==> config.mk <==
export PLATFORM = sky130hd
export DESIGN_NAME = eth_tx_frame_src
export DESIGN_NICKNAME = d
export VERILOG_FILES = /design/src/rtl/eth_tx_frame_src.sv
export SDC_FILE = /design/constraint.sdc
export NUM_CORES = 1
export LEC_CHECK = 0
export ABC_AREA = 1
export CAP_MARGIN = 20
export CORE_ASPECT_RATIO = 1.2
export CORE_UTILIZATION = 44
export DETAILED_ROUTE_END_ITERATION = 6
export GPL_ROUTABILITY_DRIVEN = 0
export PLACE_DENSITY_LB_ADDON = 0.15
export SLEW_MARGIN = 20
export SYNTH_ARGS = -nofsm -noshare
export SYNTH_HDL_FRONTEND = slang
export SYNTH_SLANG_ARGS = --single-unit
export TNS_END_PERCENT = 50
==> constraint.sdc <==
create_clock -name clk -period 4.95 [get_ports clk]
set_input_delay 0.495 -clock clk [delete_from_list [all_inputs] [get_ports clk]]
set_output_delay 0.495 -clock clk [all_outputs]
set_load 0.005 [all_outputs]
==> src/rtl/eth_tx_frame_src.sv <==
// rtl/eth_tx_frame_src.sv - Ethernet II frame builder feeding the TSE MAC Avalon-ST tx port (SHIFT16 lead-in).
// Optional feature macro: ETH_TX_PAD_EN (zero-pads short payloads up to MIN_PAY bytes).
module eth_tx_frame_src #(
  parameter int MAX_LEN = 1500
`ifdef ETH_TX_PAD_EN
  , parameter int MIN_PAY = 46
`endif
) (
  input  logic        clk,
  input  logic        rst_n,
  input  logic        i_start,
  input  logic [10:0] i_len,
  input  logic [47:0] i_dst_mac,
  input  logic [47:0] i_src_mac,
  input  logic [15:0] i_eth_type,
  output logic        o_busy,
  output logic        o_reject,
  input  logic [31:0] i_pl_data,
  input  logic        i_pl_vld,
  output logic        o_pl_rdy,
  output logic [31:0] o_tx_data,
  output logic        o_tx_sop,
  output logic        o_tx_eop,
  output logic [1:0]  o_tx_empty,
  output logic        o_tx_err,
  output logic        o_tx_vld,
  input  logic        i_tx_rdy,
  output logic [15:0] o_frame_cnt
);

`ifdef ETH_TX_PAD_EN
  typedef enum logic [1:0] {S_IDLE, S_HDR, S_PAY, S_PAD} state_t;
`else
  typedef enum logic [1:0] {S_IDLE, S_HDR, S_PAY} state_t;
`endif

  state_t      state_q, state_d;
  logic [47:0] dst_q, dst_d, src_q, src_d;
  logic [15:0] type_q, type_d;
  logic [8:0]  n_words_q, n_words_d, w_beats_q, w_beats_d, pay_cnt_q, pay_cnt_d;
  logic [1:0]  tail_q, tail_d, empty_q, empty_d, hdr_idx_q, hdr_idx_d;
  logic [31:0] data_q, data_d;
  logic        sop_q, sop_d, eop_q, eop_d, vld_q, vld_d;
  logic [1:0]  out_empty_q, out_empty_d;
  logic        busy_q, busy_d, reject_q, reject_d;
  logic [15:0] frame_cnt_q, frame_cnt_d;

  logic [10:0] eff_len;
  logic [8:0]  n_words_in, w_beats_in;
  logic        len_ok, can_load, pl_rdy, is_eop, is_last;

`ifdef ETH_TX_PAD_EN
  assign eff_len = (i_len < 11'(MIN_PAY)) ? 11'(MIN_PAY) : i_len;
`else
  assign eff_len = i_len;
`endif

  assign len_ok     = (i_len != 11'd0) && (i_len <= 11'(MAX_LEN));
  assign n_words_in = i_len[10:2] + {8'd0, |i_len[1:0]};
  assign w_beats_in = eff_len[10:2] + {8'd0, |eff_len[1:0]};
  // The output register may reload whenever it is empty or its beat is leaving.
  assign can_load   = !vld_q || i_tx_rdy;
  assign pl_rdy     = (state_q == S_PAY) && (pay_cnt_q < n_words_q) && can_load;
  assign is_eop     = (pay_cnt_q == w_beats_q - 9'd1);
  assign is_last    = (pay_cnt_q == n_words_q - 9'd1);

  function automatic logic [31:0] tail_mask(input logic [1:0] nb);
    case (nb)
      2'd1:    tail_mask = 32'hFF00_0000;
      2'd2:    tail_mask = 32'hFFFF_0000;
      2'd3:    tail_mask = 32'hFFFF_FF00;
      default: tail_mask = 32'hFFFF_FFFF;
    endcase
  endfunction

  always_comb begin
    state_d     = state_q;
    dst_d       = dst_q;
    src_d       = src_q;
    type_d      = type_q;
    n_words_d   = n_words_q;
    w_beats_d   = w_beats_q;
    pay_cnt_d   = pay_cnt_q;
    tail_d      = tail_q;
    empty_d     = empty_q;
    hdr_idx_d   = hdr_idx_q;
    data_d      = data_q;
    sop_d       = sop_q;
    eop_d       = eop_q;
    vld_d       = vld_q;
    out_empty_d = out_empty_q;
    frame_cnt_d = frame_cnt_q;
    reject_d    = 1'b0;

    if (can_load) begin
      vld_d       = 1'b0;
      sop_d       = 1'b0;
      eop_d       = 1'b0;
      out_empty_d = 2'd0;
    end

    unique case (state_q)
      S_IDLE: begin
        if (i_start) begin
          if (len_ok) begin
            dst_d     = i_dst_mac;
            src_d     = i_src_mac;
            type_d    = i_eth_type;
            n_words_d = n_words_in;
            w_beats_d = w_beats_in;
            tail_d    = i_len[1:0];
            empty_d   = 2'(~eff_len[1:0] + 2'd1);
            pay_cnt_d = 9'd0;
            hdr_idx_d = 2'd1;
            data_d    = {16'h0000, i_dst_mac[47:32]};
            sop_d     = 1'b1;
            vld_d     = 1'b1;
            state_d   = S_HDR;
          end else begin
            reject_d = 1'b1;
          end
        end
      end
      S_HDR: begin
        if (can_load) begin
          vld_d     = 1'b1;
          hdr_idx_d = hdr_idx_q + 2'd1;
          case (hdr_idx_q)
            2'd1:    data_d = dst_q[31:0];
            2'd2:    data_d = src_q[47:16];
            default: data_d = {src_q[15:0], type_q};
          endcase
          if (hdr_idx_q == 2'd3) state_d = S_PAY;
        end
      end
      S_PAY: begin
        if (pl_rdy && i_pl_vld) begin
          data_d      = is_last ? (i_pl_data & tail_mask(tail_q)) : i_pl_data;
          vld_d       = 1'b1;
          eop_d       = is_eop;
          out_empty_d = is_eop ? empty_q : 2'd0;
          pay_cnt_d   = pay_cnt_q + 9'd1;
`ifdef ETH_TX_PAD_EN
          if (is_last && (w_beats_q != n_words_q)) state_d = S_PAD;
`endif
        end
      end
`ifdef ETH_TX_PAD_EN
      S_PAD: begin
        if (can_load && (pay_cnt_q < w_beats_q)) begin
          data_d      = 32'd0;
          vld_d       = 1'b1;
          eop_d       = is_eop;
          out_empty_d = is_eop ? empty_q : 2'd0;
          pay_cnt_d   = pay_cnt_q + 9'd1;
        end
      end
`endif
      default: state_d = S_IDLE;
    endcase

    // Nothing is loaded after the eop beat, so its transfer always ends the frame.
    if (vld_q && i_tx_rdy && eop_q) begin
      state_d     = S_IDLE;
      frame_cnt_d = frame_cnt_q + 16'd1;
    end

    busy_d = (state_d != S_IDLE);
  end

  always_ff @(posedge clk or negedge rst_n) begin
    if (!rst_n) begin
      state_q     <= S_IDLE;
      dst_q       <= 48'd0;
      src_q       <= 48'd0;
      type_q      <= 16'd0;
      n_words_q   <= 9'd0;
      w_beats_q   <= 9'd0;
      pay_cnt_q   <= 9'd0;
      tail_q      <= 2'd0;
      empty_q     <= 2'd0;
      hdr_idx_q   <= 2'd0;
      data_q      <= 32'd0;
      sop_q       <= 1'b0;
      eop_q       <= 1'b0;
      vld_q       <= 1'b0;
      out_empty_q <= 2'd0;
      busy_q      <= 1'b0;
      reject_q    <= 1'b0;
      frame_cnt_q <= 16'd0;
    end else begin
      state_q     <= state_d;
      dst_q       <= dst_d;
      src_q       <= src_d;
      type_q      <= type_d;
      n_words_q   <= n_words_d;
      w_beats_q   <= w_beats_d;
      pay_cnt_q   <= pay_cnt_d;
      tail_q      <= tail_d;
      empty_q     <= empty_d;
      hdr_idx_q   <= hdr_idx_d;
      data_q      <= data_d;
      sop_q       <= sop_d;
      eop_q       <= eop_d;
      vld_q       <= vld_d;
      out_empty_q <= out_empty_d;
      busy_q      <= busy_d;
      reject_q    <= reject_d;
      frame_cnt_q <= frame_cnt_d;
    end
  end

  assign o_busy      = busy_q;
  assign o_reject    = reject_q;
  assign o_pl_rdy    = pl_rdy;
  assign o_tx_data   = data_q;
  assign o_tx_sop    = sop_q;
  assign o_tx_eop    = eop_q;
  assign o_tx_empty  = out_empty_q;
  assign o_tx_err    = 1'b0;
  assign o_tx_vld    = vld_q;
  assign o_frame_cnt = frame_cnt_q;

endmodule

# ---- After elaboration in Yosys (flattened, before gate mapping)
# Cells that the tools add are included.
dict set report classes {
  n_addsub 6
  order_cmp 2
  n_eq_ne 13
  mux 44
  n_bitwise 2
  n_reduce_logical 19
}
# cell count
set ops {}
lappend ops {{32-bit two-way mux} 7}
lappend ops {{32-bit case mux with 3 select lines} 1}
lappend ops {{24-bit case mux with 3 select lines} 1}
lappend ops {{32-bit case mux with 2 select lines} 1}
lappend ops {{32-bit AND} 1}
lappend ops {{9-bit two-way mux} 3}
lappend ops {{2-bit two-way mux} 12}
lappend ops {{9-bit case mux with 2 select lines} 1}
lappend ops {{16-bit by 1-bit adder with 16-bit output (second input constant)} 1}
lappend ops {{1-bit two-way mux} 15}
lappend ops {{11-bit less-or-equal comparator (second input constant)} 1}
lappend ops {{11-bit nonzero test} 1}
lappend ops {{2-bit == test (second input constant)} 5}
lappend ops {{9-bit by 1-bit adder with 9-bit output} 1}
lappend ops {{9-bit by 1-bit adder with 9-bit output (second input constant)} 1}
lappend ops {{9-bit == test} 1}
lappend ops {{9-bit less-than comparator} 1}
lappend ops {{9-bit by 1-bit subtractor with 9-bit output (second input constant)} 1}
lappend ops {{4-bit AND reduction} 2}
lappend ops {{2-bit by 1-bit == test with 1-bit output (second input constant)} 3}
lappend ops {{1-bit logical AND} 6}
lappend ops {{2-bit != test (second input constant)} 3}
lappend ops {{2-bit case mux with 3 select lines} 1}
lappend ops {{2-bit nonzero test} 3}
lappend ops {{12 further kinds} 13}
dict set report word_totals {
  register_bits 177
  inputBits 160
  word_cells 103
}

# ---- Longest topological paths before layout
# Gate-level depths: netlist of the first run.
dict set report depth {
  word_depth 10
  ltp_mapped 16
  depth_no_buf 15
}

# ---- Least setup slack after synthesis of the first run
# OpenSTA, ideal clock, no wires.
dict set report synth_timing {
  path_kind {input to register}
  start {input port i_len[0]}
  end {register w_beats_q[8]}
  setup_time_ns 0.083
  arrival_ns 1.819
  required_time_ns 4.867
  setup_slack_ns 3.049
  stages 10
  path_buffers 0
  path_cell_list {inv_1 ha_1 inv_1 ha_1 ha_1 nand3_1 nor3_1 nand3_1 xor2_1 o21ai_0}
}
dict set report synth_between {
  elab_chain_cells 3
  word_cells_on_any_way 6
  classes_between {1 x add/sub; 1 x order compare; 4 x reduce/logical}
}
# element line
set synth_rtl {}
lappend synth_rtl {{start: declaration} 12} ;# input logic [10:0] i_len,
lappend synth_rtl {{11-bit less-or-equal comparator or 11-bit nonzero test (tied branches)} 58} ;# assign len_ok = (i_len != 11'd0) && (i_len <= 11'(MAX_LEN));
lappend synth_rtl {{1-bit logical AND} 58}
lappend synth_rtl {{3-bit AND reduction (no source line)} n/a}
lappend synth_rtl {{end signal: assignment} 197} ;# w_beats_q <= w_beats_d;
lappend synth_rtl {{end: declaration} 40} ;# logic [8:0] n_words_q, n_words_d, w_beats_q, w_beats_d, pay_cnt_q, pay_cnt_d;
# Parallel ways exist; a longest one is shown, timed or not.
# A chain may end at the register's enable or synchronous reset.

# ---- Final worst setup path of the first run
dict set report layout_timing {
  start {register state_q[0]}
  end {output port o_pl_rdy}
}
dict set report layout_between {
  elab_chain_cells 3
}
# element line
set layout_rtl {}
lappend layout_rtl {{start: declaration} 37} ;# state_t state_q, state_d;
lappend layout_rtl {{start signal: assignment} 192} ;# state_q <= state_d;
lappend layout_rtl {{2-bit == test} 63} ;# assign pl_rdy = (state_q == S_PAY) && (pay_cnt_q < n_words_q) && can_load;
lappend layout_rtl {{1-bit logical AND (2 in series)} 63}
lappend layout_rtl {{end: declaration} 20} ;# output logic o_pl_rdy,
# Every way passes these cells.

==> results of run 1 <==
report_power, final:
group / switching [mW] / internal, mW / total, mW
Sequential: 0.272 / 2.00 / 2.27
Combinational: 1.74 / 1.20 / 2.94
Clock: 0.639 / 0.670 / 1.31
Total: 2.65 / 3.87 / 6.52
sequential cells by signal (all words and copies together), names as in the netlist, 2 cells and up:
name and cells:
dst_q 32, hdr_idx_q 2, src_q 48, type_q 16, o_tx_empty 2, w_beats_q 9
o_frame_cnt 16, state_q 2, pay_cnt_q 9, o_tx_data 32, tail_q 2
critical path, cell delays in order, from the launching register on:
cell             delay (ns)
dfrtp_1                0.42
inv_1                  0.12
ha_2                   0.77
inv_1                  0.23
nor3_1                 0.39
clkdlybuf4s50_1        0.57
kinds of logic after synthesis:
group                    count (synthesis)  share of synthesized area [%]
flip-flops                             176                          46.81
AND/OR/NAND/NOR                        484                          21.31
multiplexers                            51                          6.105
adder cells (fa/ha/maj)                 25                          3.325
XOR/XNOR                                28                          2.607
other                                    1                        0.03986
buffers and inverters                  182                          8.379
AO/OA/AOI/OAI                          181                          11.42
path summary, 6_finish.rpt:
kind                                                  start                     endpoint  slack (ns)  cells past startpoint
worst min register to register  o_frame_cnt[15]$_DFFE_PN0P_  o_frame_cnt[15]$_DFFE_PN0P_        0.46                      1
worst min-delay path                                  rst_n     w_beats_q[5]$_DFFE_PN0P_        0.11                      1
max in group asynchronous                             rst_n     pay_cnt_q[1]$_DFFE_PN0P_        3.65                      2
worst max register to register         state_q[0]$_DFF_PN0_    o_tx_data[20]$_DFFE_PN0P_        1.96                     10
min in group clk                o_frame_cnt[15]$_DFFE_PN0P_  o_frame_cnt[15]$_DFFE_PN0P_        0.46                      1
worst max-delay path                   state_q[0]$_DFF_PN0_                     o_pl_rdy        1.51                      5
routing by layer:
metal / global-route usage [%] / routed length [µm]
met5: 0 / 0
met4: 9.091 / 724
met3: 4.026 / 907
met2: 36.97 / 11600
met1: 31.08 / 10920
cell usage in the layout, fill, tap and decap left out, types with 3 or more instances in the layout:
cell type / Yosys / final
a21oi_2: 31 / 31
ha_1: 25 / 24
nor2_2: 6 / 6
clkinv_8: 0 / 3
nand3_1: 25 / 25
nand2_1: 287 / 287
buf_4: 6 / 3
nand4_1: 3 / 3
nor3_1: 5 / 5
a221oi_1: 7 / 7
xnor2_1: 11 / 11
o21ai_0: 64 / 64
clkinv_4: 0 / 3
nand2_2: 3 / 3
inv_8: 0 / 3
mux2_2: 51 / 51
clkbuf_16: 0 / 17
clkdlybuf4s50_1: 0 / 214
nor2_1: 134 / 134
inv_1: 129 / 129
a21oi_1: 60 / 60
nand3b_1: 4 / 4
xor2_1: 17 / 17
nand3_2: 4 / 4
dfrtp_1: 176 / 176
o22ai_1: 13 / 13
layout make-up:
class / count / share of cell area [%]
antenna: 1 / 0.02043
clock buffer: 18 / 3.504
clock inverter: 14 / 1.195
inverter: 132 / 4.045
multi-input combinational: 770 / 34.43
sequential: 176 / 35.96
tap: 270 / 2.758
timing repair buffer: 220 / 18.09
metrics by stage:
stage / utilization [%] / hold WS [ns] / setup WS (ns) / std cells / instance area, µm²
floorplan: - / 0.1994 / 3.049 / 1128 / 9408
finish: 58.41 / 0.1060 / 1.505 / 1601 / 12250
CTS: 58.39 / 0.1313 / 1.477 / 1600 / 12250
global route: 58.41 / 0.1595 / 1.275 / 1601 / 12250
detailed placement: 55.65 / 0.4579 / 1.754 / 1568 / 11670
global placement: 55.65 / 0.4550 / 1.792 / 1568 / 11670
==> run_results.csv, run 1 <==
group,metric,value,unit
power,p_per_area,532.5,nW/µm²
clocking,cts.repair.resized,0,
clocking,cts_tree,"built",
sta,setup_viol,0,
floorplanning,die_h,162.2,µm
clocking,cts_buffers,17,
sta,fin_skew,0.01313,ns
sta,min_period_over_period,69.59,%
sta,grt_setup_unrepaired,"false",
logic_synthesis,synth.most_common_cell,"nand2_1",
final_layout,regArea,4404,µm²
detailed_routing,routed_wl,24.15,mm
floorplanning,core,20970,µm²
worst_setup_path,critPathMaxFanout,43,
worst_setup_path,end_kind,"primary output",
power,p_leak,5.914,nW
placed_design,port_buffers,215,
worst_setup_path,arrival,2.95,ns
detailed_routing,postRouteAntennaNets,0,
logic_synthesis,yosysTopAreaCell,"dfrtp_1",
final_layout,drive_gt1_share,10.83,%
logic_synthesis,syn_inst,1128,
floorplanning,rows,58,
logic_synthesis,ys_seq_area_share,46.81,%
floorplanning,dieArea,21970,µm²
detailed_routing,via_per_inst,4.923,
floorplanning,initial_core_util,44.86,%
final_layout,n_fill_cell,1865,
sta,max-slew-margin-rel,41.68,%
global_routing,grt_pass1_wl,39.11,mm
floorplanning,die_w,135.5,µm
final_layout,nets,1502,
final_layout,area_growth,30.20,%
logic_synthesis,avgSynthCellArea,8.340,µm²
detailed_routing,wire_per_inst,15.08,µm
detailed_routing,dr.pass1.iters,5,
placed_design,hpwl,17.39,mm
clocking,cts.clk_slew.worst_paths,0.07,ns
power,ir_drop,0.2708,mV
logic_synthesis,async_flop_share,100.0,%
logic_synthesis,yosys-top-cells-count,"nand2_1 (287), dfrtp_1 (176), nor2_1 (134)",
sta,finalSetupTns,0,ns
logic_synthesis,synth_area,9408,µm²
logic_synthesis,synth.top_cell.area_share,46.81,%
worst_setup_path,crit_type,"flop to primary output",
logic_synthesis,ys_warn_count,0,
detailed_routing,drc_errors,0,
clocking,htreeDepth,4,
clocking,insertion_delay,0.43,ns
global_routing,grt_pass1_vias,7689,
logic_synthesis,synthTopCellsByArea,"dfrtp_1 (47%), nand2_1 (11%), mux2_2 (6.1%), nor2_1 (5.3%), inv_1 (5.1%)",
sta,tightest_slew,0.8748,ns
global_routing,grt_overflow,0,
sta,min_period,3.445,ns
status,status,"completed",
power,finalPower,6.522,mW
sta,slew_violations,0,
detailed_routing,drt_iter0_drc,479,
logic_synthesis,netlist-cell-type-count,42,
sta,finalHoldViolCount,0,
sta,max_freq,0.2903,GHz
logic_synthesis,synth_nets,1313,
clocking,cts.path.max_buffers,2,
clocking,post_cts_buffers,0,
clocking,cts_sinks,176,
global_routing,grt_antenna_before_repair,1,
floorplanning,ios,217,
logic_synthesis,synth_edf_count,0,
logic_synthesis,ys_seq_elements,176,
worst_hold_path,hp-class,"input pin to async pin",
worst_setup_path,cp-start-kind,"flop",
final_layout,multi_input_comb_area,4218,µm²
global_routing,grt_max_degree,80,
global_routing,grtUsageTotal,23.12,%
run,cap_violations,0,
clocking,clock-root-buffer,"clkbuf_16",
clocking,ctsHoldBuffers,0,
detailed_routing,vias,7882,
worst_setup_path,required,4.45,ns
logic_synthesis,synth_flop_cell,"dfrtp_1",
(Power assumes the default switching activity.)
==> run 2, diff against run 1 <==
clock period = 2.98 ns   (was 4.95 ns; I/O delays follow)
==> run 2 against run 1 <==
Compared with the run above:
- power is 68% higher
- design area grew 1.1%
- die area is the same
- critical path depth unchanged
==> run_results.csv, run 2 (synthesis results as in run 1) <==
group,metric,value,unit
status,status,"completed",
power,p_seq_share,34.4,%
sta,max-slew-margin-rel,52.90,%
power,ir_drop,0.5281,mV
clocking,cts.path.max_buffers,2,
worst_hold_path,hp-class,"input pin to flop",
sta,max_freq,0.3689,GHz
detailed_routing,wire_per_inst,15.15,µm
final_layout,area_growth,31.60,%
placed_design,port_buffers,215,
clocking,cts.clk_slew.worst_paths,0.08,ns
sta,slew_violations,0,
detailed_routing,routed_wl,24.44,mm
final_layout,top_register,"src_q",
floorplanning,die_w,135.5,µm
sta,tightest_slew,0.7064,ns
power,power_frac_comb,45.4,%
placed_design,placed_area,11770,µm²
worst_setup_path,end_kind,"primary output",
worst_setup_path,r2r_start,"w_beats_q[4]$_DFFE_PN0P_",
worst_setup_path,reg2reg_depth,15,
detailed_routing,drt_iter0_drc,488,
final_layout,nets,1514,
sta,setup_viol,0,
placed_design,hpwl,18.12,mm
global_routing,grt_max_degree,76,
run,cap_violations,0,
worst_setup_path,r2r-end,"o_tx_data[19]$_DFFE_PN0P_",
detailed_routing,via_per_inst,4.962,
clocking,insertion_delay,0.43,ns
clocking,cts_tree,"built",
worst_setup_path,crit_type,"flop to primary output",
clocking,htreeDepth,4,
power,pwr-share-clk,20.2,%
sta,min_period_over_period,90.97,%
worst_setup_path,path_cells,"inv_1 > ha_2 > inv_1 > nor3_2 > clkdlybuf4s50_1",
sta,grt_setup_unrepaired,"false",
global_routing,grt_overflow,0,
sta,fin_skew,0.01622,ns
worst_setup_path,reg2reg_slack,0.52,ns
worst_setup_path,cpMostUsedCell,"inv_1",
final_layout,multi_input_comb_area,4223,µm²
power,finalPower,10.99,mW
worst_setup_path,cp.depth,5,
worst_setup_path,required,2.68,ns
worst_hold_path,hold_path_startpoint,"i_dst_mac[21]",
global_routing,grtUsageTotal,23.22,%
final_layout,finish.instance_area,12380,µm²
sta,finalSetupTns,0,ns
floorplanning,dieArea,21970,µm²
global_routing,grt_antenna_before_repair,1,
worst_hold_path,whs_path_depth,3,
worst_setup_path,critPathMaxFanout,19,
power,p_sw_share,40.76,%
final_layout,regArea,4404,µm²
worst_setup_path,slowest_stage,"clkdlybuf4s50_1",
detailed_routing,postRouteAntennaNets,0,
final_layout,layout_common_cells,"nand2_1 (287), clkdlybuf4s50_1 (214), dfrtp_1 (176), nor2_1 (134), inv_1 (129)",
final_layout,largest_reg_flops,48,
final_layout,n_fill_cell,1912,
floorplanning,rows,58,
clocking,post_cts_buffers,0,
worst_setup_path,crit_buf_inv,3,
detailed_routing,drc_errors,0,
global_routing,grt_pass1_wl,39.37,mm
global_routing,grt_pass1_vias,7814,
clocking,cts_buffers,17,
final_layout,drive_gt1_share,11.62,%
power,internal_power,6.510,mW
sta,min_period,2.711,ns
worst_hold_path,min_to,"dst_q[21]$_DFFE_PN0P_",
floorplanning,core,20970,µm²
clocking,clock-root-buffer,"clkbuf_16",
floorplanning,initial_core_util,44.86,%
worst_setup_path,arrival,2.41,ns
power,p_leak,5.990,nW
worst_setup_path,max_stage_delay,0.55,ns
detailed_routing,vias,8003,
final_layout,final_common_cell,"nand2_1",
floorplanning,ios,217,
worst_setup_path,crit_family,"buffers and inverters",
detailed_routing,dr.pass1.iters,5,
clocking,cts_sinks,176,
sta,finalHoldViolCount,0,
power,switching_power,4.479,mW
worst_setup_path,cp-start-kind,"flop",
floorplanning,die_h,162.2,µm
power,p_per_area,887.6,nW/µm²
[run 2: cell count changes in the layout (fill, tap and decap cells not counted), sizes merged]
cell         before  now
clkinvlp          2    0
buf               6   17
dlygate4sd3       0    1
clkinv            9   10
inv             135  136
[run 2: worst max-delay path by stage]
stage / end / startpoint / slack [ns]
finish: o_pl_rdy / state_q[0]$_DFF_PN0_ / 0.27
global route: o_pl_rdy / w_beats_q[3]$_DFFE_PN0P_ / 0.06
CTS: o_pl_rdy / state_q[0]$_DFF_PN0_ / 0.17
detailed placement: o_tx_data[31]$_DFFE_PN0P_ / i_len[0] / 0.44
global placement: o_tx_data[25]$_DFFE_PN0P_ / i_len[0] / 0.48
floorplan: pay_cnt_q[7]$_DFFE_PN0P_ / w_beats_q[4]$_DFFE_PN0P_ / 1.11
[run 2: worst reg2reg max path, cell delays in order, from the launching register on]
cell and delay [ns]:
dfrtp_1 0.41, inv_1 0.10, ha_1 0.31, nand2_1 0.10
inv_1 0.05, nand2_1 0.06, nand2_1 0.05, nand2_1 0.06
nand3_1 0.11, nor2_1 0.11, nand3_1 0.11, nand2_1 0.12
nand2_4 0.23, nor2_4 0.41, nand2_1 0.10, nand2_1 0.08
[run 2: through the flow]
stage	cells	hold slack, ns	worst slack (ns)	utilization (%)
2_1_floorplan	1128	0.002409	1.106	-
3_3_place_gp	1579	0.3609	0.4789	56.10
3_5_place_dp	1579	0.3589	0.4443	56.10
4_1_cts	1612	0.4273	0.1712	59.00
5_1_grt	1613	0.4426	0.05715	59.03
6_report	1613	0.4434	0.2692	59.03
[run 2: cell type report]
cell class,instances,area share [%]
Antenna cell,1,0.02021
Clock buffer,18,3.466
Clock inverter,14,1.354
Inverter,132,4.002
Multi-Input combinational cell,770,34.11
Sequential cell,176,35.57
Tap cell,270,2.729
Timing Repair Buffer,232,18.75
[run 2: repair_timing]
action	in CTS	in global routing
endpoints found under the setup margin	0	1
gates resized for setup	0	1
endpoints found under the hold margin	69	0
hold buffers	1	0
[run 2: power by group through the flow]
stage	clock (mW)	combinational, mW	sequential, mW
after floorplan	0	3.53	3.71
after global placement	0	4.89	3.79
after detailed placement	0	5.00	3.81
after CTS	2.28	5.01	3.77
after global routing	2.38	5.63	3.88
final	2.23	4.99	3.78
[run 2: per-layer routing]
layer	global-route usage, %	routed length, µm	vias to the layer above
met3	3.464	889	43
li1	-	-	3977
met2	38.60	11920	185
met5	0	0	-
met1	30.17	10870	3798
met4	9.397	759	0
==> run 3, diff against run 2 <==
ABC_AREA = not set   (was 1)
REMOVE_ABC_BUFFERS = 1   (was not set)
==> run 3 against run 2 <==
Compared with the run above:
- global-route usage is 0.81 points higher
- die area is 3.8% lower
- worst hold slack worse by 0.016 ns
- clock-buffer cell count stayed put
- highest routed layer is now met5
- cell count is 17% lower
- critical path type unchanged
- sequential share of layout area is 0.38 points higher
- synthesized cell count is 24% lower
- core utilization is 1.7 points higher
==> run_results.csv, run 3 <==
group,metric,value,unit
sta,setup_viol,0,
logic_synthesis,avgSynthCellArea,10.55,µm²
sta,finalHoldViolCount,0,
clocking,cts_tree,"built",
final_layout,drive_gt1_share,9.361,%
detailed_routing,dr.pass1.iters,5,
sta,max-slew-margin-rel,53.90,%
power,pwr-share-clk,19.7,%
logic_synthesis,synthTopCellsByArea,"dfrtp_1 (49%), mux2_1 (10%), nand2_1 (4.1%), ha_1 (3.5%), a22oi_1 (2.7%)",
clocking,insertion_delay,0.43,ns
power,p_sw_share,36.82,%
logic_synthesis,ys_warn_count,0,
worst_setup_path,cp-start-kind,"flop",
logic_synthesis,async_flop_share,100.0,%
detailed_routing,drc_errors,0,
floorplanning,initial_core_util,44.83,%
final_layout,n_fill_cell,1727,
logic_synthesis,ys_seq_area_share,48.67,%
logic_synthesis,netlist-cell-type-count,61,
sta,slew_violations,0,
logic_synthesis,synth_flop_cell,"dfrtp_1",
worst_setup_path,slowest_stage,"clkdlybuf4s50_1",
worst_setup_path,arrival,2.56,ns
power,ir_drop,0.5376,mV
logic_synthesis,synth.most_common_cell,"dfrtp_1",
sta,fin_skew,0.009618,ns
global_routing,grt_max_degree,70,
placed_design,port_buffers,215,
final_layout,nets,1251,
placed_design,hpwl,17.06,mm
clocking,cts.path.max_buffers,2,
logic_synthesis,synth_mux_area_share,13.07,%
final_layout,area_growth,35.37,%
worst_setup_path,path_cells,"inv_1 > ha_1 > a22o_1 > o41ai_4 > and4_1 > clkdlybuf4s50_1",
run,cap_violations,0,
clocking,cts_sinks,176,
logic_synthesis,synth_edf_count,0,
floorplanning,core,20180,µm²
final_layout,finish.instance_area,12250,µm²
sta,min_period_over_period,96.01,%
final_layout,top_register,"src_q",
detailed_routing,via_per_inst,5.370,
logic_synthesis,synth_compound_area_share,14.33,%
status,status,"completed",
logic_synthesis,synth.top_cell.area_share,48.67,%
clocking,clock-root-buffer,"clkbuf_16",
sta,max_freq,0.3495,GHz
final_layout,layout_common_cells,"clkdlybuf4s50_1 (214), dfrtp_1 (176), nand2_1 (98), mux2_1 (82), nor2_1 (46)",
floorplanning,die_w,132.9,µm
sta,tightest_slew,0.6915,ns
logic_synthesis,yosysTopAreaCell,"dfrtp_1",
logic_synthesis,yosys-top-cells-count,"dfrtp_1 (176), nand2_1 (98), mux2_1 (82)",
sta,finalSetupTns,0,ns
power,power_frac_comb,44.4,%
floorplanning,die_h,159.1,µm
global_routing,grt_pass1_wl,39.75,mm
detailed_routing,drt_iter0_drc,305,
worst_setup_path,end_kind,"primary output",
detailed_routing,vias,7223,
power,internal_power,7.105,mW
power,p_seq_share,35.8,%
detailed_routing,postRouteAntennaNets,0,
clocking,cts.clk_slew.worst_paths,0.07,ns
power,p_leak,5.239,nW
sta,min_period,2.861,ns
clocking,cts_buffers,17,
final_layout,final_common_cell,"clkdlybuf4s50_1",
global_routing,grt_overflow,0,
power,switching_power,4.140,mW
logic_synthesis,ys_seq_elements,176,
worst_setup_path,critPathMaxFanout,5,
global_routing,grt_pass1_vias,7520,
floorplanning,rows,57,
worst_setup_path,max_stage_delay,0.51,ns
logic_synthesis,syn_inst,858,
clocking,htreeDepth,4,
detailed_routing,wire_per_inst,18.01,µm
placed_design,placed_area,11620,µm²
power,finalPower,11.24,mW
worst_hold_path,hp-class,"input pin to flop",
global_routing,grtUsageTotal,24.02,%
logic_synthesis,synth_fa_ha_area_share,3.457,%
logic_synthesis,synth_top_family_by_area,"compound AO/OA/AOI/OAI gates",
final_layout,regArea,4404,µm²
worst_setup_path,crit_type,"flop to primary output",
global_routing,grt_antenna_before_repair,2,
worst_setup_path,required,2.68,ns
floorplanning,dieArea,21140,µm²
logic_synthesis,synth_xor_area_share,3.249,%
floorplanning,ios,217,
final_layout,largest_reg_flops,48,
sta,whs,0.4269,ns
logic_synthesis,synth_area,9049,µm²
power,p_per_area,917.9,nW/µm²
detailed_routing,routed_wl,24.22,mm
logic_synthesis,yosys.area_share.simple,13.40,%
final_layout,multi_input_comb_area,4322,µm²
run 3: logic make-up after synthesis:
logic type | Yosys count
AND/OR/NAND/NOR | 256
AO/OA/AOI/OAI | 181
flip-flops | 176
multiplexers | 106
buffers and inverters | 81
XOR/XNOR | 32
adder cells (fa/ha/maj) | 25
other | 1
run 3: power by group through the flow:
stage / logic, mW / clock network, mW / registers [mW]
6_report: 4.99 / 2.22 / 4.03
5_1_grt: 5.52 / 2.38 / 4.16
4_1_cts: 5.02 / 2.27 / 4.04
3_5_place_dp: 4.99 / 0 / 4.06
3_3_place_gp: 4.89 / 0 / 4.04
2_1_floorplan: 2.99 / 0 / 3.91
run 3: area by class of cell:
cell class                      instances  share of cell area [%]
Multi-Input combinational cell        601                   35.28
Inverter                               26                  0.7967
Tap cell                              265                   2.707
Timing Repair Buffer                  244                   20.50
Clock inverter                         14                   1.236
Clock buffer                           18                   3.504
Sequential cell                       176                   35.96
Antenna cell                            1                 0.02043
run 3: per-layer routing:
| layer | GRT usage, % | share of wire [%] | vias to the layer above |
|---|---|---|---|
| li1 | - | - | 3456 |
| met1 | 30.31 | 43 | 3534 |
| met2 | 39.50 | 49 | 190 |
| met3 | 6.527 | 6.0 | 41 |
| met4 | 8.412 | 2.6 | 2 |
| met5 | 0 | 0.054 | - |
run 3: critical path: cells and delay by family, from the launching register on:
family | cells | cell delay, ns
buffers and inverters | 2 | 0.64
AOI/OAI and AO/OA | 2 | 0.62
DFF | 1 | 0.39
adders and majority gates | 1 | 0.26
and+or+nand+nor | 1 | 0.23
run 3: timing repair:
item	4_1_cts	5_1_grt
gates resized for setup	1	0
endpoints found under the hold margin	65	0
pin swaps	1	0
hold buffers	1	0
endpoints found under the setup margin	1	1
buffers inserted	1	2
run 3: worst paths after layout:
check	slack, ns	endpoint	startpoint	cells past startpoint
max in group asynchronous	1.63	state_q[0]$_DFF_PN0_	rst_n	3
hold / removal	0.43	o_tx_data[18]$_DFFE_PN0P_	i_pl_data[18]	3
setup reg to reg	0.17	o_tx_data[20]$_DFFE_PN0P_	w_beats_q[0]$_DFFE_PN0P_	9
hold reg to reg	0.47	o_frame_cnt[15]$_DFFE_PN0P_	o_frame_cnt[15]$_DFFE_PN0P_	1
setup / recovery	0.12	o_pl_rdy	w_beats_q[6]$_DFFE_PN0P_	6
min in group asynchronous	0.47	dst_q[6]$_DFFE_PN0P_	rst_n	2
run 3: stage by stage:
stage / cells / util (%) / setup slack, ns
2_1_floorplan: 803 / - / -1.753
3_3_place_gp: 1308 / 57.58 / 0.1944
3_5_place_dp: 1308 / 57.58 / 0.1162
4_1_cts: 1342 / 60.60 / 0.02977
5_1_grt: 1345 / 60.69 / -0.006002
6_report: 1345 / 60.69 / 0.1190
==> RTL edit 1: new RTL, settings of run 3 <==
The option `ETH_TX_PAD_EN` is turned on by a define.
--- a/src/rtl/eth_tx_frame_src.sv
+++ b/src/rtl/eth_tx_frame_src.sv
@@ -2,2 +2,4 @@
 // Optional feature macro: ETH_TX_PAD_EN (zero-pads short payloads up to MIN_PAY bytes).
+`define ETH_TX_PAD_EN
+
 module eth_tx_frame_src #(
Formal check against the unedited RTL: not equivalent (a bounded check fails within 10 cycles, from zero or initial values and one cycle with rst_n low).
==> RTL edit 1 against run 3 <==
  * Sequential share of layout area decreased by 1.6 points
  * Cell area grew 11%
  * Synthesized area is 12% higher
  * Worst setup slack lost 0.0030 ns
  * Total power increased by 11%
  * Sequential cell count increased by 10
  * Die area up 12%
  * Clock skew about the same
  * Wire length grew 20%
  * Via count grew 16%
  * Highest routed layer is now met4
==> RTL edit 1: results (changes against run 3) <==
place:
  hpwlAfterDp_mm: 21.3  # +25%
  preCtsSetupSlack_ns: 0.0122  # -0.104 ns
  placed_cell_area_mm2: 0.0129  # +11%
  dp.cells: 1460  # +12%
cells_and_area:
  largest_register_ffs: 48  # unchanged
  fin_nets: 1393  # +11%
  final_cells: 1497  # +11%
  final_layout_size_suffix_gt1_share_pct: 18.5  # +9.2 points
detailed_routing:
  totalWireLength_mm: 29.0  # +20%
  first_iter_violations: 462  # +51%
  drt-pass1-iter-count: 5  # unchanged
  avgViaCountPerCell: 5.60  # +4.2%
logic_synthesis:
  ys_seq_area_share_pct: 45.8  # -2.9 points
  synthTopCellsByCount: "dfrtp_1 (186), mux2_2 (95), nand2_1 (78), o21ai_0 (62), clkbuf_1 (43)"
  synth_area_leaders: "dfrtp_1 (46%), mux2_2 (11%), ha_1 (3.9%)"
  syn_inst: 979  # +14%
  async_reset_ff_share_pct: 100  # unchanged
  yosysWarnings: 0  # unchanged
  yosysUniqueCellTypes: 69  # +13%
cts:
  clock_latency_ns: 0.44
  htree_levels: 4  # unchanged
  cts-root-buf: "clkbuf_16"
worst_setup_path:
  timing.rr.end: "o_tx_data[2]$_DFFE_PN0P_"
  reg2reg_setup_slack_ns: 0.23  # +0.06 ns
  worst_r2r_startpoint: "n_words_q[1]$_DFFE_PN0P_"
  reg2reg_depth: 9  # unchanged
  crit_fanout: 4  # -1
  worstPathArrival_ns: 2.57  # about the same
min_path:
  hold_path.class: "input pin to register"
  hold_path_depth: 3  # unchanged
  min_to: "o_tx_data[16]$_DFFE_PN0P_"
  hold_start: "i_pl_data[16]"
status:
  status: "completed"
grt:
  antenna_found_initial: 5  # +3
  grt_max_degree: 81  # +16%
  track_usage_pct: 25.8  # +1.8 points
  grt_pass1_vias: 8809  # +17%
  grt_pass1_wl_mm: 47.1  # +18%
sta:
  finClkSkew_ns: 0.0100  # +0.000392 ns
  whs_ns: 0.409  # -0.0182 ns
  tightest_slew_ns: 0.850  # +0.159 ns
pwr:
  leakagePower_nw: 5.63  # +7.4%
  peakVddDrop_mv: 0.507  # -5.8%
  finalPower_mw: 12.5  # +11%
[RTL edit 1: changes by cell type after synthesis, moves of 13 or more]
cell	run 3	this run
xnor2_1	20	41
o21ai_0	33	62
nor2b_1	2	24
a221oi_1	1	15
clkbuf_1	30	43
nand2_1	98	78
mux2_2	15	95
and2_1	21	2
mux2_1	82	4
[RTL edit 1: how the worst max path moves through the flow]
stage                              from                         to  slack (ns)
3_3_place_gp                  i_len[10]   w_beats_q[8]$_DFFE_PN0P_        0.08
4_1_cts        n_words_q[2]$_DFFE_PN0P_                   o_pl_rdy        0.05
2_1_floorplan      state_q[1]$_DFF_PN0_  o_tx_data[12]$_DFFE_PN0P_       -3.10
3_5_place_dp                  i_len[10]   w_beats_q[6]$_DFFE_PN0P_        0.01
6_report       n_words_q[1]$_DFFE_PN0P_                   o_pl_rdy        0.12
5_1_grt        n_words_q[1]$_DFFE_PN0P_                   o_pl_rdy       0.006
[RTL edit 1: kinds of logic (layout without fill, tap and decap cells)]
family          count (synthesis)  in the layout  synth area share, %
buf+inv                       104            338                 4.40
other cells                     1              6               0.0369
compound gates                221            221                 15.7
simple gates                  278            278                 14.0
xor+xnor                       57             57                 5.05
mux                           100            100                 11.1
flops                         186            186                 45.8
fa+ha+maj                      32             32                 3.94
[RTL edit 1: layout make-up]
| type | count | area (µm²) |
|---|---|---|
| fillers | 1959 | 8970 |
| multi-input cells | 689 | 5120 |
| flip-flops and latches | 186 | 4660 |
| repair buffers | 275 | 2700 |
| clock buffers | 18 | 439 |
| well taps | 279 | 349 |
| clock inverters | 13 | 154 |
| inverters | 32 | 120 |
| diodes | 5 | 12.5 |
[RTL edit 1: worst max-delay path: stages (launching register included)]
cell and delay [ns]:
dfrtp_1 0.40, inv_1 0.10, ha_1 0.29, nor2b_1 0.13, o31ai_1 0.27, a31oi_2 0.20
nor2b_1 0.21, clkdlybuf4s50_1 0.53
[RTL edit 1: layer usage]
metal / wire (µm) / track usage, % / share of wire (%)
met2: 14700 / 43.9 / 51
met5: 0 / 0 / 0
met1: 11600 / 30.9 / 40
met4: 835 / 10.4 / 2.9
met3: 1860 / 6.85 / 6.4
[RTL edit 1: repair_timing]
action / in CTS / in global routing
hold buffers: 1 / 0
resized for setup: 0 / 9
endpoints found under the hold margin: 76 / 0
setup buffers: 0 / 0
setup endpoints to repair: 0 / 8
[RTL edit 1: report_power, final]
group	total, mW	internal [mW]	leakage, nW	switching [mW]
registers	4.38	3.59	2.29	0.784
logic	5.82	2.91	3.05	2.91
clock network	2.31	1.22	0.290	1.09
total	12.5	7.72	5.63	4.79
==> RTL edit 2: new RTL, flow settings as in run 3 <==
Made on the original files. Encoding of `state_t`: now one-hot (3 bits for 3 states).
--- a/src/rtl/eth_tx_frame_src.sv
+++ b/src/rtl/eth_tx_frame_src.sv
@@ -33,3 +33,3 @@
 `else
-  typedef enum logic [1:0] {S_IDLE, S_HDR, S_PAY} state_t;
+  typedef enum logic [2:0] {S_IDLE = 3'b001, S_HDR = 3'b010, S_PAY = 3'b100} state_t;
 `endif
Formal check against the unedited RTL: no difference found for any inputs over 4 cycles, from zero or initial values and one cycle with rst_n low; so few cycles prove little.
==> RTL edit 2 against run 3 <==
  * First-iteration DRC count increased by 67%
  * Final cell count rose by 10%
  * Global-route usage rose by 1.7 points
  * Via count is 12% higher
  * Synthesized area increased by 0.93%
  * Worst setup slack worse by 0.035 ns
  * Cell area decreased by 0.51%
  * Wire length increased by 8.5%
  * Total power decreased by 6.8%
  * Clock skew grew 0.0015 ns
  * Sequential cell count increased by 1
  * Largest power group unchanged
==> RTL edit 2: results (changes against run 3) <==
logic_synthesis:
  synth-xor-area-share_pct: 3.93  # +0.68 points
  synthAdderAreaFrac_pct: 2.74  # -0.72 points
  syn_inst: 1017  # +19%
  synthTopCellsByCount: "nand2_1 (352), dfrtp_1 (176), o211ai_1 (48), inv_1 (46)"
  yosysUniqueCellTypes: 56  # -8.2%
  synth_area_leaders: "dfrtp_1 (48%), nand2_1 (14%), o211ai_1 (3.9%)"
  synth_compound_gate_area_share_pct: 16.8  # +2.5 points
  muxShareOfSynthArea_pct: 1.55  # -12 points
worst_setup_path:
  worstPathArrival_ns: 2.60  # +0.04 ns
  reg2reg_depth: 6  # -3
  cpLargestDelayFamily: "buffers and inverters"
grt:
  track_usage_pct: 25.8  # +1.7 points
  antenna_found_initial: 1  # -1
  grt_pass1_wl_mm: 42.9  # +7.9%
  grt_pass1_vias: 8157  # +8.5%
  grt_max_degree: 109  # +56%
place:
  hpwlAfterDp_mm: 17.7  # +3.6%
  placed_cell_area_mm2: 0.0115  # -0.78%
  preCtsSetupSlack_ns: 0.141  # +0.0248 ns
cells_and_area:
  final_cells: 1485  # +10%
  fill_cells: 1800  # +4.2%
  fin_nets: 1386  # +11%
  final_layout_size_suffix_gt1_share_pct: 7.22  # -2.1 points
pwr:
  swShare_pct: 39.0  # +2.1 points
  finalPower_mw: 10.5  # -6.8%
  p_seq_mw: 3.93  # -2%
  p_comb_share_pct: 40.5  # -3.9 points
  peakVddDrop_mv: 0.406  # -24%
  leakagePower_nw: 5.59  # +6.6%
sta:
  finClkSkew_ns: 0.0112  # +0.00154 ns
  slew_headroom_pct: 41.8  # -12 points
cts:
  cts_resized: 3  # +2
  numCtsBuffers: 17  # unchanged
  cts-root-buf: "clkbuf_16"
  htree_levels: 4  # unchanged
detailed_routing:
  first_iter_violations: 510  # +67%
  avgRoutedWirePerCell_um: 17.7  # -1.7%
  drt-pass1-iter-count: 5  # unchanged
  avgViaCountPerCell: 5.47  # +1.8%
status:
  status: "completed"
-- RTL edit 2: cell count changes in the layout (fill, tap and decap cells not counted), sizes merged, moves of 20 or more --
| cell | delta |
|---|---|
| inv | +21 |
| nand2 | +254 |
| a32oi | +24 |
| o211ai | +45 |
| nor2 | -20 |
| mux2 | -88 |
| o21ai | -20 |
-- RTL edit 2: path summary, 6_finish.rpt --
kind                                             start                           to  slack, ns
max reg2reg                   pay_cnt_q[6]$_DFFE_PN0P_    o_tx_data[25]$_DFFE_PN0P_       0.37
min reg2reg                o_frame_cnt[15]$_DFFE_PN0P_  o_frame_cnt[15]$_DFFE_PN0P_       0.47
min                                      i_dst_mac[18]        dst_q[18]$_DFFE_PN0P_       0.38
max                           pay_cnt_q[6]$_DFFE_PN0P_                     o_pl_rdy       0.08
min in group asynchronous                        rst_n       empty_q[1]$_DFFE_PN0P_       0.46
max in group asynchronous                        rst_n        dst_q[27]$_DFFE_PN0P_       1.70
-- RTL edit 2: final cells by class --
class | instances | area [µm²] | share of cell area (%)
antenna | 1 | 2.50 | 0.0205
multi-input combinational | 721 | 4250 | 34.9
timing repair buffer | 243 | 2390 | 19.6
clock buffer | 18 | 439 | 3.60
clock inverter | 14 | 168 | 1.38
inverter | 46 | 173 | 1.42
tap | 265 | 332 | 2.72
sequential | 177 | 4430 | 36.4
-- RTL edit 2: tightest hold or removal path: cells and delay by family --
kind,cells,cell delay (ns)
buffers and inverters,1,0.39
AND/OR/NAND/NOR,2,0.09
-- RTL edit 2: per-layer routing --
| metal | part of all wire, % | GRT usage, % | vias to the layer above |
|---|---|---|---|
| met5 | 0 | 0 | - |
| met4 | 2.7 | 9.87 | 0 |
| met3 | 5.9 | 4.98 | 45 |
| met2 | 49 | 41.7 | 295 |
| met1 | 42 | 34.1 | 3901 |
| li1 | - | - | 3876 |
